--- src/rtl/deser_frame_sched_pkg.sv ---
// Shared constants, state encodings and the saturating drop-count helper for deser_frame_sched.
package deser_frame_sched_pkg;

  localparam int DESER_FRAME_WORDS = 4;
  localparam int DROP_CNT_WIDTH    = 8;

  typedef enum logic {SLOT_EMPTY = 1'b0, SLOT_FULL = 1'b1} slot_state_e;
  typedef enum logic {OUT_IDLE = 1'b0, OUT_HOLD = 1'b1} out_state_e;

  function automatic logic [DROP_CNT_WIDTH-1:0] sat_add_drop(
    input logic [DROP_CNT_WIDTH-1:0] cnt,
    input logic [1:0]                inc
  );
    logic [DROP_CNT_WIDTH:0] sum;
    sum = {1'b0, cnt} + {{(DROP_CNT_WIDTH-1){1'b0}}, inc};
    return sum[DROP_CNT_WIDTH] ? {DROP_CNT_WIDTH{1'b1}} : sum[DROP_CNT_WIDTH-1:0];
  endfunction

endpackage

--- src/rtl/deser_frame_sched_frame_slot.sv ---
// One-frame capture slot: done edge detect, frame store, overrun detect and the optional
// checksum filter selected by DESER_FRAME_CHECK_EN.
module frame_slot
  import deser_frame_sched_pkg::*;
#(
  parameter int WIDTH = 8
) (
  input  logic                               clk,
  input  logic                               rst_n,
  input  logic                               done_i,
  input  logic [DESER_FRAME_WORDS*WIDTH-1:0] frame_i,
  input  logic                               grant_i,
`ifdef DESER_FRAME_CHECK_EN
  output logic                               drop_o,
`endif
  output logic                               full_o,
  output logic                               ovf_set_o,
  output logic [DESER_FRAME_WORDS*WIDTH-1:0] frame_o
);

  logic                               done_q;
  slot_state_e                        slot_q, slot_d;
  logic [DESER_FRAME_WORDS*WIDTH-1:0] data_q, data_d;
  logic                               start, chk_ok, accept;

  assign start = done_i & ~done_q;

`ifdef DESER_FRAME_CHECK_EN
  assign chk_ok = frame_i[WIDTH-1:0] == (frame_i[4*WIDTH-1:3*WIDTH] +
                                         frame_i[3*WIDTH-1:2*WIDTH] +
                                         frame_i[2*WIDTH-1:WIDTH]);
  assign drop_o = start & ~chk_ok;
`else
  assign chk_ok = 1'b1;
`endif

  // A slot being granted this cycle is free again, so a new frame may refill it.
  assign accept    = start & chk_ok & ((slot_q == SLOT_EMPTY) | grant_i);
  assign ovf_set_o = start & chk_ok & (slot_q == SLOT_FULL) & ~grant_i;
  assign full_o    = (slot_q == SLOT_FULL);
  assign frame_o   = data_q;

  always_comb begin
    slot_d = slot_q;
    data_d = data_q;
    if (accept) begin
      slot_d = SLOT_FULL;
      data_d = frame_i;
    end else if (grant_i) begin
      slot_d = SLOT_EMPTY;
    end
  end

  always_ff @(posedge clk) begin
    if (!rst_n) begin
      done_q <= 1'b0;
      slot_q <= SLOT_EMPTY;
      data_q <= '0;
    end else begin
      done_q <= done_i;
      slot_q <= slot_d;
      data_q <= data_d;
    end
  end

endmodule

--- src/rtl/deser_frame_sched.sv ---
// Two-channel frame scheduler: round-robin arbiter, registered valid/ready output, sticky
// overrun flags and (with DESER_FRAME_CHECK_EN defined) a saturating checksum-drop counter.
module deser_frame_sched
  import deser_frame_sched_pkg::*;
#(
  parameter int WIDTH = 8
) (
  input  logic                               clk,
  input  logic                               rst_n,
  input  logic                               done0,
  input  logic                               done1,
  input  logic [DESER_FRAME_WORDS*WIDTH-1:0] frame0,
  input  logic [DESER_FRAME_WORDS*WIDTH-1:0] frame1,
  output logic                               out_valid,
  input  logic                               out_ready,
  output logic [DESER_FRAME_WORDS*WIDTH-1:0] out_frame,
  output logic                               out_chan,
  output logic [1:0]                         ovf,
  input  logic                               clr_ovf,
  output logic [DROP_CNT_WIDTH-1:0]          drop_cnt
);

  logic                               full0, full1, grant0, grant1, out_free;
  logic                               ovf_set0, ovf_set1;
  logic [DESER_FRAME_WORDS*WIDTH-1:0] slot_frame0, slot_frame1;
  out_state_e                         out_state_q;
  logic [DESER_FRAME_WORDS*WIDTH-1:0] out_frame_q;
  logic                               out_chan_q, last_q;
  logic [1:0]                         ovf_q;
`ifdef DESER_FRAME_CHECK_EN
  logic                               drop0, drop1;
`endif

  frame_slot #(.WIDTH(WIDTH)) u_slot0 (
    .clk(clk), .rst_n(rst_n), .done_i(done0), .frame_i(frame0), .grant_i(grant0),
`ifdef DESER_FRAME_CHECK_EN
    .drop_o(drop0),
`endif
    .full_o(full0), .ovf_set_o(ovf_set0), .frame_o(slot_frame0)
  );

  frame_slot #(.WIDTH(WIDTH)) u_slot1 (
    .clk(clk), .rst_n(rst_n), .done_i(done1), .frame_i(frame1), .grant_i(grant1),
`ifdef DESER_FRAME_CHECK_EN
    .drop_o(drop1),
`endif
    .full_o(full1), .ovf_set_o(ovf_set1), .frame_o(slot_frame1)
  );

  // On a tie the channel that did not win last time goes next.
  assign out_free = (out_state_q == OUT_IDLE) | out_ready;
  assign grant0   = out_free & full0 & (~full1 | last_q);
  assign grant1   = out_free & full1 & (~full0 | ~last_q);

  always_ff @(posedge clk) begin
    if (!rst_n) begin
      out_state_q <= OUT_IDLE;
      out_frame_q <= '0;
      out_chan_q  <= 1'b0;
      last_q      <= 1'b1;
    end else begin
      unique case (out_state_q)
        OUT_IDLE: begin
          if (grant0 | grant1) begin
            out_state_q <= OUT_HOLD;
            out_frame_q <= grant1 ? slot_frame1 : slot_frame0;
            out_chan_q  <= grant1;
            last_q      <= grant1;
          end
        end
        OUT_HOLD: begin
          if (grant0 | grant1) begin
            out_frame_q <= grant1 ? slot_frame1 : slot_frame0;
            out_chan_q  <= grant1;
            last_q      <= grant1;
          end else if (out_ready) begin
            out_state_q <= OUT_IDLE;
          end
        end
        default: out_state_q <= OUT_IDLE;
      endcase
    end
  end

  // A set in the same cycle as a clear wins.
  always_ff @(posedge clk) begin
    if (!rst_n) ovf_q <= 2'b00;
    else        ovf_q <= {ovf_set1, ovf_set0} | (clr_ovf ? 2'b00 : ovf_q);
  end

`ifdef DESER_FRAME_CHECK_EN
  logic [DROP_CNT_WIDTH-1:0] drop_cnt_q;

  always_ff @(posedge clk) begin
    if (!rst_n) drop_cnt_q <= '0;
    else        drop_cnt_q <= sat_add_drop(drop_cnt_q, {1'b0, drop0} + {1'b0, drop1});
  end

  assign drop_cnt = drop_cnt_q;
`else
  assign drop_cnt = '0;
`endif

  assign out_valid = (out_state_q == OUT_HOLD);
  assign out_frame = out_frame_q;
  assign out_chan  = out_chan_q;
  assign ovf       = ovf_q;

endmodule

--- config.mk ---
export PLATFORM = sky130hd
export DESIGN_NAME = deser_frame_sched
export DESIGN_NICKNAME = d
export VERILOG_FILES = /design/src/rtl/deser_frame_sched_pkg.sv /design/src/rtl/deser_frame_sched_frame_slot.sv /design/src/rtl/deser_frame_sched.sv
export SDC_FILE = /design/constraint.sdc
export NUM_CORES = 1
export LEC_CHECK = 0
export CORE_AREA = 8 8 108 110
export DETAILED_ROUTE_END_ITERATION = 12
export DIE_AREA = 0 0 116 118
export PLACE_DENSITY = 0.73
export SLEW_MARGIN = 20
export SYNTH_ARGS = -nofsm -noshare
export SYNTH_HDL_FRONTEND = slang
export SYNTH_SLANG_ARGS = --single-unit
--- constraint.sdc ---
create_clock -name clk -period 1.7 [get_ports clk]
set_input_delay 0.255 -clock clk [delete_from_list [all_inputs] [get_ports clk]]
set_output_delay 0.255 -clock clk [all_outputs]
set_load 0.05 [all_outputs]
Yosys cells after proc, flatten, opt, wreduce, memory -nomap -nowiden
Index checks and enable logic that the tools add are counted.
- register bits after elaboration: 105
- input bits: 70
- output and inout bits: 44
- logic and storage cells: 52
- multiplexer cells: 12
- bitwise operators: 27
- reduce and logical (&&, ||, !) cells: 2
- operators by type and width (cell ; count):
    $mux 32 ; 2
    $and 1x1->1 ; 12
    $mux 1 ; 8
    $not 1->1 ; 8
    $or 1x1->1 ; 6
    $reduce_bool 2->1 ; 2
    $mux 2 ; 1
    $or 2x2->2 ; 1
    $pmux 1 s2 ; 1

Depth between registers and ports, before layout
- depth after elaboration: 7
- depth in mapped cells: 6
- mapped depth without buffers: 4

Hierarchy
From an unflattened synthesis, not the netlist that was laid out.
- cell total of the unflattened synthesis: 523
- area, all modules: 5126.2 um^2
- by module, submodules not included (module ; instances ; cells each ; area each (um^2) ; seq. area each (um^2)):
    frame_slot ; 2 ; 147 ; 1405.1 ; 680.7
    deser_frame_sched ; 1 ; 229 ; 2316.0 ; 740.7

Worst setup path before layout
No wires, ideal clock.
- path type: flip-flop to flip-flop
- start: reg out_state_q (netlist: out_valid)
- end: reg u_slot0.data_q[0] (netlist: u_slot0.frame_o[0])
- setup time: 0.120 ns
- arrival: 1.517 ns
- required time: 1.580 ns
- setup slack: 0.064 ns
- cell stages (with the launch flop): 7
- path buffers: 2
- clock period less this slack: 1.636 ns
- cells stage by stage: dfxtp_1 -> and2b_1 -> o21ai_2 -> and2b_1 -> buf_4 -> buf_6 -> mux2i_1
- cells in the longest elaborated chain, start to end: 6
- RTL lines (what ; RTL line ; RTL):
    start, declared ; deser_frame_sched.sv:26 ; out_state_e out_state_q;
    start signal, assigned ; deser_frame_sched.sv:57 ; out_state_q <= OUT_IDLE;
    start signal, assigned ; deser_frame_sched.sv:65 ; out_state_q <= OUT_HOLD;
    start signal, assigned ; deser_frame_sched.sv:77 ; out_state_q <= OUT_IDLE;
    $not 1->1 ; - ;
    $or 1x1->1 ; deser_frame_sched.sv:51 ; assign out_free = (out_state_q == OUT_IDLE) | out_ready;
    $and 1x1->1 (2 in a row) ; deser_frame_sched.sv:52 ; assign grant0 = out_free & full0 & (~full1 | last_q);
    $or 1x1->1 ; deser_frame_sched_frame_slot.sv:38 ; assign accept = start & chk_ok & ((slot_q == SLOT_EMPTY) | grant_i);
    $and 1x1->1 ; deser_frame_sched_frame_slot.sv:38 ;
    end signal, assigned ; deser_frame_sched_frame_slot.sv:62 ; data_q <= data_d;
    end, declared ; deser_frame_sched_frame_slot.sv:23 ; logic [DESER_FRAME_WORDS*WIDTH-1:0] data_q, data_d;
No other way between the ends.
A chain may end at the register's enable or synchronous reset.

Final worst setup path
- start: reg last_q
- end: reg u_slot0.data_q[27] (netlist: u_slot0.frame_o[27])
- cells in the longest elaborated chain, start to end: 4
- RTL lines (what ; RTL line ; RTL):
    start, declared ; deser_frame_sched.sv:28 ; logic out_chan_q, last_q;
    start signal, assigned ; deser_frame_sched.sv:68 ; last_q <= grant1;
    start signal, assigned ; deser_frame_sched.sv:75 ; last_q <= grant1;
    $or 1x1->1 ; deser_frame_sched.sv:52 ;
    $and 1x1->1 ; deser_frame_sched.sv:52 ;
    $or 1x1->1 ; deser_frame_sched_frame_slot.sv:38 ;
    $and 1x1->1 ; deser_frame_sched_frame_slot.sv:38 ;
No other way between the ends.

==> results.py <==
metrics = {
    "clock_network": {
        "cts_made_buffers": 9,
        "cts-resized-gates": 0,
        "clockBufferDepth": 2,
        "clk_pin_slew_ns": 0.09,
        "clock-sinks": 105,
        "cts_tree": "done",
        "cts_setup_buffers": 0,
        "root_buffer": "clkbuf_8",
        "clk_latency_ns": 0.37,
        "hold_buffers": 0,
        "htree_num_levels": 3,
    },
    "yosys": {
        "synth_top_area_cell": "dfxtp_1",
        "synth_top_area_share_pct": 48.4,
        "ys_warn_count": 0,
        "synth_seq_cells": 105,
        "synthTopCellsByArea": "dfxtp_1 48%, mux2i_1 15%, nand2_1 11%",
        "synthFlopType": "dfxtp_1",
        "syn_area_sq_um": 4340,
        "avgSynthCellArea_sq_um": 8.58,
        "ys_async_sr_fraction_pct": 0,
        "synth_cell_types": 29,
        "syn_inst": 506,
        "synth-edff-count": 0,
        "ys_seq_area_share_pct": 48.4,
    },
    "die": {
        "die_x_um": 116,
        "dieArea_sq_um": 13700,
        "core_sq_um": 10000,
        "initial_utilization_pct": 43.4,
        "rows": 37,
        "boundaryPins": 114,
        "die_h_um": 118,
    },
    "power_and_ir_drop": {
        "p_clk_share_pct": 29.6,
        "peakVddDrop_uv": 483,
        "switching_share_pct": 28.7,
        "p_sw_mw": 1.64,
        "powerDensity_nw_per_um2": 999,
        "intPower_mw": 4.07,
        "p_leak_nw": 2.43,
        "power.share.sequential_pct": 48.3,
        "total_power_mw": 5.70,
        "power_frac_comb_pct": 22.1,
    },
    "placement": {
        "gp_congestion": 0.779,
        "pre_cts_slack_ns": -0.0692,
        "dp_hpwl_um": 7550,
        "portBuffers": 105,
        "dp.cells": 725,
    },
    "worst_setup_path": {
        "crit_fanout": 15,
        "start_kind": "flip-flop",
        "cp.required_ns": 1.99,
        "worstSetupEndpointType": "flip-flop",
        "worstSetupPathType": "flip-flop to flip-flop",
        "arrival_ns": 1.69,
    },
    "detailed_routing": {
        "drc": 0,
        "viasPerCell": 4.87,
        "num_vias": 3596,
        "first_iter_violations": 187,
        "wl_per_cell_um": 14.1,
        "routed_wl_um": 10400,
        "ant_nets": 0,
        "dr.pass1.iters": 4,
    },
    "sta": {
        "fin_setup_tns_ns": 0,
        "rsz0062_at_grt": "no",
        "max_freq_mhz": 716,
        "setup_slack_ns": 0.303,
        "fin_crit_ns": 1.40,
        "hold_ws_ns": 0.274,
        "finalSetupViolCount": 0,
        "clock_skew_ns": 0.00660,
        "final_max_slew_viol_count": 0,
        "finalCritPeriodShare_pct": 82.2,
        "finalHoldViolCount": 0,
    },
    "global_routing": {
        "top_usage_layer": "met2",
        "grt_overflow": 0,
        "use_met1_pct": 18.5,
        "grt_antenna_before_repair": 0,
        "use_met2_pct": 24.6,
        "first_global_vias": 3618,
        "grt_max_degree": 71,
        "grt_use_total_pct": 15.3,
        "use_met3_pct": 5.49,
        "grt_pass1_wl_um": 17000,
    },
    "final_layout": {
        "num_antenna_cells": 0,
        "nNetsFinal": 670,
        "fill_cells": 930,
        "syn_to_final_growth_pct": 31.6,
        "final_cell_mix": "131 x nand2_1, 105 x dfxtp_1, 68 x clkdlybuf4s50_1, 64 x mux2i_1, 64 x nor3_1",
        "fin_cells": 739,
        "layout_commonest_cell": "nand2_1",
        "drive_gt1_share_pct": 13.1,
    },
    "worst_hold_path": {
        "hold_class": "primary input to flip-flop",
    },
    "flow_run": {
        "maxCapViolCount": 0,
    },
    "outcome": {
        "status": "complete, no violations",
    },
}
==> cells by family after synthesis <==
group | after synthesis | synth area share (%)
mux | 64 | 14.8
simple gates | 245 | 24.4
flops | 105 | 48.4
buf+inv | 50 | 7.12
compound gates | 41 | 5.16
other cells | 1 | 0.0864
==> worst max-delay path, cell delays in order, from the launching register on <==
cell and delay, ns:
dfxtp_1 0.37, and2b_1 0.22, o21ai_2 0.12, and2b_2 0.22, buf_12 0.17, mux2i_1 0.21
==> worst paths after layout <==
path	endpoint	slack (ns)	from	cells after the start
max	u_slot0.frame_o[27]	0.30	last_q	5
min	out_frame[13]	0.27	rst_n	3
max reg2reg	u_slot0.frame_o[27]	0.30	last_q	5
min reg2reg	u_slot0.frame_o[12]	0.46	u_slot0.frame_o[12]	2
==> per-layer routing <==
metal,wire (um),vias up
li1,-,1837
met1,4620,1642
met2,4880,104
met3,761,13
met4,151,0
met5,0,-
==> synth_stat cells (4+ instances only) <==
cell,n
and2_1,4
buf_2,7
buf_4,9
buf_6,4
clkbuf_1,25
dfxtp_1,105
mux2i_1,64
nand2_1,131
nor2_1,34
nor3_1,64
o21ai_0,32
==> flip-flops by register name (all words and copies together) (netlist names) <==
signal and cells:
last_q 1, out_chan 1, out_frame 32, out_valid 1
ovf 2, u_slot0.done_q 1, u_slot0.frame_o 32, u_slot0.full_o 1
u_slot1.done_q 1, u_slot1.frame_o 32, u_slot1.full_o 1
==> layout make-up <==
cell class / instances / area (sq um) / share of cell area [%]
Clock buffer: 11 / 151 / 2.65
Clock inverter: 3 / 65.1 / 1.14
Timing Repair Buffer: 124 / 1250 / 21.9
Sequential cell: 105 / 2100 / 36.8
Multi-Input combinational cell: 358 / 1960 / 34.4
Inverter: 2 / 7.51 / 0.131
Tap cell: 136 / 170 / 2.98
==> through the flow <==
stage,cell area (sq um),utilization (%)
finish,5710,57.1
global placement,5490,54.9
global route,5710,57.1
CTS,5710,57.1
detailed placement,5490,54.9
floorplan,4370,-
==> power groups by stage <==
stage / registers, mW / logic (mW) / clock network (mW)
after detailed placement: 2.81 / 1.27 / 0
after CTS: 2.76 / 1.28 / 1.73
after global routing: 2.78 / 1.35 / 1.83
after global placement: 2.81 / 1.25 / 0
after floorplan: 3.07 / 0.543 / 0
final: 2.76 / 1.26 / 1.69
(Power assumes the default switching activity.)
